<file path="config.mk">
export PLATFORM = sky130hd
export DESIGN_NAME = color_bank_nch
export DESIGN_NICKNAME = d
export VERILOG_FILES = /design/src/rtl/color_bank_nch.sv
export SDC_FILE = /design/constraint.sdc
export NUM_CORES = 1
export LEC_CHECK = 0
export BUFFER_PORTS_ARGS = -buffer_cell sky130_fd_sc_hd__clkbuf_2
export CAP_MARGIN = 20
export CORE_ASPECT_RATIO = 1.1
export CORE_MARGIN = 2
export CORE_UTILIZATION = 51
export CTS_BUF_LIST = sky130_fd_sc_hd__clkbuf_8
export CTS_CLUSTER_DIAMETER = 30
export DETAILED_ROUTE_END_ITERATION = 12
export PLACE_DENSITY = 0.78
export RECOVER_POWER = 50
export SYNTH_ARGS = -nofsm -noshare
export SYNTH_HDL_FRONTEND = slang
export SYNTH_SLANG_ARGS = --single-unit
</file>
<file path="constraint.sdc">
create_clock -name clk -period 2.9 [get_ports clk]
set_input_delay 0.87 -clock clk [delete_from_list [all_inputs] [get_ports clk]]
set_output_delay 0.87 -clock clk [all_outputs]
set_load 0.01 [all_outputs]
</file>
<file path="src/rtl/color_bank_nch.sv">
// color_bank_nch: N_CH-channel RGB color bank with nibble-bus load/readback, palette stepping and swap mapping.
// Optional readback engine enabled by COLOR_BANK_READBACK_EN.
module color_bank_nch #(
  parameter int N_CH = 4,
  parameter int COMP_W = 8,
  parameter logic [3:0] ADDR_WR = 4'h6,
  parameter logic [3:0] ADDR_RD = 4'h7
) (
  input  logic clk,
  input  logic rst,
  input  logic swap_h,
  input  logic swap_v,
  input  logic color_next,
  input  logic [$clog2(N_CH)-1:0] channel,
  input  logic [3:0] address,
  input  logic [3:0] data,
  input  logic valid,
  output logic ack,
  output logic [3:0] data_out,
  output logic data_out_valid,
  output logic busy,
  output logic map_h,
  output logic map_v,
  output logic [N_CH*3*COMP_W-1:0] ch_flat,
  output logic [N_CH*3*COMP_W-1:0] rgb_flat
);
  localparam int CH_W = $clog2(N_CH);
  localparam int CW = 3 * COMP_W;
  localparam int NIB = CW / 4;
  localparam int PW = $clog2(NIB + 1);
  localparam logic [0:0] W_IDLE = 1'b0, W_LOAD = 1'b1;

  function automatic logic [CW-1:0] pal(input logic [2:0] k);
    return {{COMP_W{k inside {3'd1, 3'd4, 3'd6, 3'd7}}},
            {COMP_W{k inside {3'd2, 3'd4, 3'd5, 3'd7}}},
            {COMP_W{k inside {3'd3, 3'd5, 3'd6, 3'd7}}}};
  endfunction

  logic [N_CH-1:0][CW-1:0] ch_q, ch_d, rgb_q, rgb_d;
  logic [N_CH-1:0][2:0] pal_q, pal_d;
  logic [CW-1:0] stage_q, stage_d, shifted;
  logic [PW-1:0] nib_q, nib_d;
  logic [0:0] wst_q, wst_d;
  logic [CH_W-1:0] lch_q, lch_d, mask;
  logic map_h_q, map_h_d, map_v_q, map_v_d, ack_q, ack_d;
  logic wr, abort, wr_ok, last, commit, rd_ok, rbusy;

  assign shifted = {stage_q[CW-5:0], data};
  assign busy = (wst_q == W_LOAD) || rbusy;
  assign ack = ack_q;
  assign map_h = map_h_q;
  assign map_v = map_v_q;
  assign ch_flat = ch_q;
  assign rgb_flat = rgb_q;

  always_comb begin
    wr = valid && address == ADDR_WR;
    abort = wst_q == W_LOAD && channel != lch_q;
    wr_ok = wr && !abort && !rbusy;
    last = nib_q == PW'(NIB - 1);
    commit = wr_ok && last;
    mask = CH_W'(map_h_q) ^ (CH_W'(map_v_q) << (CH_W - 1));
    stage_d = wr_ok ? shifted : stage_q;
    nib_d = abort ? '0 : wr_ok ? (last ? '0 : nib_q + PW'(1)) : nib_q;
    wst_d = abort ? W_IDLE : wr_ok ? (last ? W_IDLE : W_LOAD) : wst_q;
    lch_d = wr_ok ? channel : lch_q;
    ack_d = wr_ok || rd_ok;
    map_h_d = map_h_q ^ swap_h;
    map_v_d = map_v_q ^ swap_v;
    ch_d = ch_q;
    pal_d = pal_q;
    // a commit outranks a palette step on the same channel cycle
    if (commit) ch_d[channel] = shifted;
    else if (color_next && !busy) begin
      pal_d[channel] = pal_q[channel] + 3'd1;
      ch_d[channel] = pal(pal_q[channel] + 3'd1);
    end
    for (int i = 0; i < N_CH; i++) rgb_d[i] = ch_q[CH_W'(i) ^ mask];
  end

  always_ff @(posedge clk) begin
    if (rst) begin
      for (int i = 0; i < N_CH; i++) begin
        ch_q[i] <= pal(3'((i + 1) % 8));
        rgb_q[i] <= pal(3'((i + 1) % 8));
        pal_q[i] <= 3'((i + 1) % 8);
      end
      stage_q <= '0;
      nib_q <= '0;
      wst_q <= W_IDLE;
      lch_q <= '0;
      map_h_q <= 1'b0;
      map_v_q <= 1'b0;
      ack_q <= 1'b0;
    end else begin
      ch_q <= ch_d;
      rgb_q <= rgb_d;
      pal_q <= pal_d;
      stage_q <= stage_d;
      nib_q <= nib_d;
      wst_q <= wst_d;
      lch_q <= lch_d;
      map_h_q <= map_h_d;
      map_v_q <= map_v_d;
      ack_q <= ack_d;
    end
  end

`ifdef COLOR_BANK_READBACK_EN
  localparam logic [0:0] R_IDLE = 1'b0, R_STREAM = 1'b1;
  logic [0:0] rs_q, rs_d;
  logic [CW-1:0] cap_q, cap_d;
  logic [PW-1:0] rcnt_q, rcnt_d;
  logic [3:0] dout_q, dout_d;
  logic dval_q, dval_d;

  assign rbusy = rs_q == R_STREAM || dval_q;
  assign data_out = dout_q;
  assign data_out_valid = dval_q;

  always_comb begin
    rd_ok = valid && address == ADDR_RD && !busy;
    rs_d = rd_ok ? R_STREAM : (rs_q == R_STREAM && rcnt_q == PW'(1)) ? R_IDLE : rs_q;
    cap_d = rd_ok ? {ch_q[channel][CW-5:0], 4'h0} : {cap_q[CW-5:0], 4'h0};
    rcnt_d = rd_ok ? PW'(NIB - 1) : rs_q == R_STREAM ? rcnt_q - PW'(1) : rcnt_q;
    dval_d = rd_ok || rs_q == R_STREAM;
    dout_d = rd_ok ? ch_q[channel][CW-1-:4] : rs_q == R_STREAM ? cap_q[CW-1-:4] : 4'h0;
  end

  always_ff @(posedge clk) begin
    if (rst) begin
      rs_q <= R_IDLE;
      cap_q <= '0;
      rcnt_q <= '0;
      dout_q <= 4'h0;
      dval_q <= 1'b0;
    end else begin
      rs_q <= rs_d;
      cap_q <= cap_d;
      rcnt_q <= rcnt_d;
      dout_q <= dout_d;
      dval_q <= dval_d;
    end
  end
`else
  // no readback engine: ADDR_RD decodes to nothing and is never acked
  assign rd_ok = 1'b0 && address == ADDR_RD;
  assign rbusy = 1'b0;
  assign data_out = 4'h0;
  assign data_out_valid = 1'b0;
`endif
endmodule

</file>
==> impl_metrics.py <==
metrics = {
    "status": {
        "run_status": "finished with violations",
        "failed_checks": "max-capacitance violations, max-slew violations",
    },
    "floorplanning": {
        "design.die.area_um2": 21100,
        "number_of_ports_placed_on_the_die_boundary": 217,
        "die_x_um": 138.7,
        "die_y_um": 152.2,
        "core_um2": 19730,
        "start_util": 0.5159,
        "rows": 54,
    },
    "hold_path": {
        "holdCritPathClass": "reg -> reg",
        "worstHoldPathCells": 2,
        "hold-path-endpoint": "pal_q[8]",
        "hp-start": "pal_q[8]",
    },
    "layout": {
        "final_design_area_no_fill_um2": 12480,
        "fill_cells": 1594,
        "utilization_after_layout": 0.6324,
        "num-nets-final": 1150,
        "area.sequential_um2": 4667,
        "multi_input_comb_area_um2": 5205,
        "num_antenna_cells": 0,
        "layout-drive-gt1-share": 0.3394,
        "area_added_between_synthesis_and_finish_pct": 22.57,
    },
    "critical_path": {
        "path_cells": "clkbuf_4 > mux4_2 > and2_0",
        "worstReg2RegStart": "map_v",
        "setup.worst_path.start_class": "flip-flop",
        "criticalPathCategory": "reg -> reg",
        "cp_slowest_stage_delay_ns": 0.88,
        "timing.reg2reg.worst_path_depth": 3,
        "crit_path_top_delay_cell": "sky130_fd_sc_hd__clkbuf_4",
        "worst_setup_path_end_kind": "flip-flop",
        "worst_r2r_endpoint": "rgb_flat[65]",
        "crit_buf_inv": 1,
        "worst_setup_path_startpoint": "map_v",
        "crit_fanout": 64,
        "cpLargestDelayFamily": "buffers and inverters",
        "critPathArrivalTime_ns": 3.04,
        "cp.required_ns": 3.32,
        "ff2ff_setup_slack_ns": 0.29,
    },
    "clock_network": {
        "clock_sink_count": 233,
        "cts_made_buffers": 44,
        "path_clk_slew_ns": 0.05,
        "h-tree-depth": 2,
        "max-clock-path-buffers": 3,
        "cts_root_buffer": "sky130_fd_sc_hd__clkbuf_8",
        "ctsHoldBuffers": 0,
        "post-cts-setup-buffer-count": 0,
        "clk_latency_ns": 0.57,
        "ctsResizeCount": 0,
        "cts_tree": "done",
    },
    "synth": {
        "asyncSetResetFlopFracSynth": 0,
        "syn_avg_cell_area_um2": 11.30,
        "synth_area_leaders": "sky130_fd_sc_hd__dfxtp_1, sky130_fd_sc_hd__mux4_2, sky130_fd_sc_hd__and2_1",
        "ys_dominant_reg_cell": "sky130_fd_sc_hd__dfxtp_1",
        "synth_area_um2": 10180,
        "yosys_register_bits": 233,
        "yosysWarningCount": 0,
        "synth_top_cell_area_share": 0.4583,
        "yosys.area.top_type": "sky130_fd_sc_hd__dfxtp_1",
        "post_synth_num_cell_types": 54,
        "synth_sequential_area_ratio": 0.4583,
        "count_of_flip_flops_with_a_built_in_enable_after_synthesis": 0,
        "synth.most_common_cell": "sky130_fd_sc_hd__dfxtp_1",
        "synth.cells.most_frequent": "sky130_fd_sc_hd__dfxtp_1, sky130_fd_sc_hd__mux4_2, sky130_fd_sc_hd__nand2_1, sky130_fd_sc_hd__nor3_1, sky130_fd_sc_hd__and2_1",
        "synthesis.instances": 901,
    },
    "sta": {
        "minimum_period_implied_by_the_final_worst_setup_slack_ns": 2.614,
        "max_slew.worst_pin.slew_ns": 1.524,
        "fin_setup_tns_ns": 0,
        "min_period_over_period": 0.9013,
        "maxSlewHeadroom": -0.01617,
        "fin_worst_skew_ns": 0.03736,
        "max_clock_freq_mhz": 382.6,
        "finalHoldViolations": 0,
        "postLayoutSetupSlackWorst_ns": 0.2862,
        "hold_ws_ns": 0.4587,
        "unrepaired_setup_endpoints_after_global_routing": "false",
        "timing_max_transition_violations_final": 76,
        "endpoints_failing_setup": 0,
    },
    "drt": {
        "final_antenna_net_count": 0,
        "drc": 0,
        "routed_wl_um": 28830,
        "total_number_of_vias": 8617,
        "detail_route.first_pass.iterations": 5,
        "routed_via_density": 6.098,
        "route.detailed.wl_per_inst_um": 20.41,
        "detail_route.iter0.violations": 746,
    },
    "power": {
        "leakage_power_of_the_design_nw": 4.800,
        "power_per_cell_area_nw_per_um2": 677.3,
        "ir_drop_v": 0.0005778,
    },
    "global_route": {
        "overflow": 0,
        "grt_pass1_vias": 8010,
        "grtUsageTotal": 0.2665,
        "grt_antenna_before_repair": 0,
        "grt_max_degree": 76,
        "grt_pass1_wl_um": 45330,
    },
    "run": {
        "cap_viol_max_count": 1,
    },
    "placed_design": {
        "dp_slack_ns": -0.2060,
        "hpwl_um": 19990,
        "port_buffers": 211,
        "post_dp_cell_area_um2": 11700,
        "gpl.final_weighted_congestion": 0.9205,
    },
}
-- power breakdown --
part / total, mW / switching, mW / internal, mW / leakage (nW)
Combinational: 1.37 / 0.647 / 0.726 / 2.38
Sequential: 3.67 / 0.225 / 3.44 / 1.91
Clock: 3.41 / 1.43 / 1.98 / 0.504
Total: 8.45 / 2.30 / 6.15 / 4.80
-- layout make-up --
cell class | count | area share
Multi-Input combinational cell | 589 | 0.4172
Clock inverter | 27 | 0.01976
Inverter | 4 | 0.001203
Sequential cell | 233 | 0.3741
Clock buffer | 51 | 0.05626
Timing Repair Buffer | 257 | 0.1062
Tap cell | 252 | 0.02527
-- kinds of logic (layout without fill, tap and decap cells) --
| logic type | after synthesis | count (layout) | share of synthesized area |
|---|---|---|---|
| simple gates | 303 | 303 | 0.1559 |
| flops | 233 | 233 | 0.4583 |
| compound gates | 162 | 162 | 0.1105 |
| mux | 107 | 107 | 0.2268 |
| buf+inv | 83 | 339 | 0.03602 |
| xor+xnor | 7 | 7 | 0.006023 |
| fa+ha+maj | 5 | 5 | 0.006146 |
| other cells | 1 | 5 | 0.0003684 |
-- through the flow --
step / power [mW] / instances
4_1_cts: 8.523 / 1413
5_1_grt: 8.754 / 1413
3_3_place_gp: 5.109 / 1335
2_1_floorplan: 4.637 / 905
6_report: 8.450 / 1413
3_5_place_dp: 5.145 / 1335
-- layer usage --
metal	global-route usage	part of all wire
met1	0.3633	0.40
met2	0.4196	0.47
met3	0.05877	0.095
met5	0	0
met4	0.1049	0.034
-- layout by cell type, fill, tap and decap left out, types with 5 or more instances in the layout --
| cell type | n |
|---|---|
| sky130_fd_sc_hd__nor2_1 | 29 |
| sky130_fd_sc_hd__o21ai_0 | 9 |
| sky130_fd_sc_hd__clkinvlp_4 | 6 |
| sky130_fd_sc_hd__a31oi_1 | 14 |
| sky130_fd_sc_hd__ha_1 | 5 |
| sky130_fd_sc_hd__and2_1 | 39 |
| sky130_fd_sc_hd__or2_2 | 41 |
| sky130_fd_sc_hd__o221a_2 | 8 |
| sky130_fd_sc_hd__and2_0 | 19 |
| sky130_fd_sc_hd__mux4_2 | 98 |
| sky130_fd_sc_hd__clkinv_2 | 6 |
| sky130_fd_sc_hd__clkbuf_1 | 99 |
| sky130_fd_sc_hd__o21ai_1 | 8 |
| sky130_fd_sc_hd__clkbuf_2 | 113 |
| sky130_fd_sc_hd__nand3_1 | 15 |
| sky130_fd_sc_hd__clkbuf_8 | 51 |
| sky130_fd_sc_hd__inv_1 | 12 |
| sky130_fd_sc_hd__a211oi_1 | 8 |
| sky130_fd_sc_hd__dfxtp_1 | 231 |
| sky130_fd_sc_hd__nand2_1 | 71 |
| sky130_fd_sc_hd__a2bb2oi_1 | 8 |
| sky130_fd_sc_hd__a221o_1 | 16 |
| sky130_fd_sc_hd__a21oi_1 | 37 |
| sky130_fd_sc_hd__nor3_1 | 60 |
| sky130_fd_sc_hd__and3_1 | 9 |
| sky130_fd_sc_hd__conb_1 | 5 |
| sky130_fd_sc_hd__o22ai_1 | 40 |
| sky130_fd_sc_hd__buf_4 | 39 |
-- worst register-to-register path: stages (launching register included) --
cell	delay [ns]
sky130_fd_sc_hd__dfxtp_2	0.72
sky130_fd_sc_hd__clkbuf_4	0.90
sky130_fd_sc_hd__mux4_2	0.67
sky130_fd_sc_hd__and2_0	0.20
-- how the worst max path moves through the flow --
stage                     slack, ns      endpoint  cells past startpoint
after floorplan                0.03   ch_flat[80]                      9
after global placement        -0.13   ch_flat[12]                     12
after detailed placement      -0.21   ch_flat[86]                     10
after CTS                      0.34   ch_flat[82]                     10
after global routing           0.15  rgb_flat[65]                      3
final                          0.29  rgb_flat[65]                      3
-- registers in the layout (all words and copies together), names as in the netlist --
| name | count |
|---|---|
| stage_q | 20 |
| map_v | 1 |
| map_h | 1 |
| ack | 1 |
| lch_q | 2 |
| rgb_flat | 96 |
| pal_q | 12 |
| nib_q | 3 |
| ch_flat | 96 |
| busy | 1 |
Power figures use the tool's default switching activity.
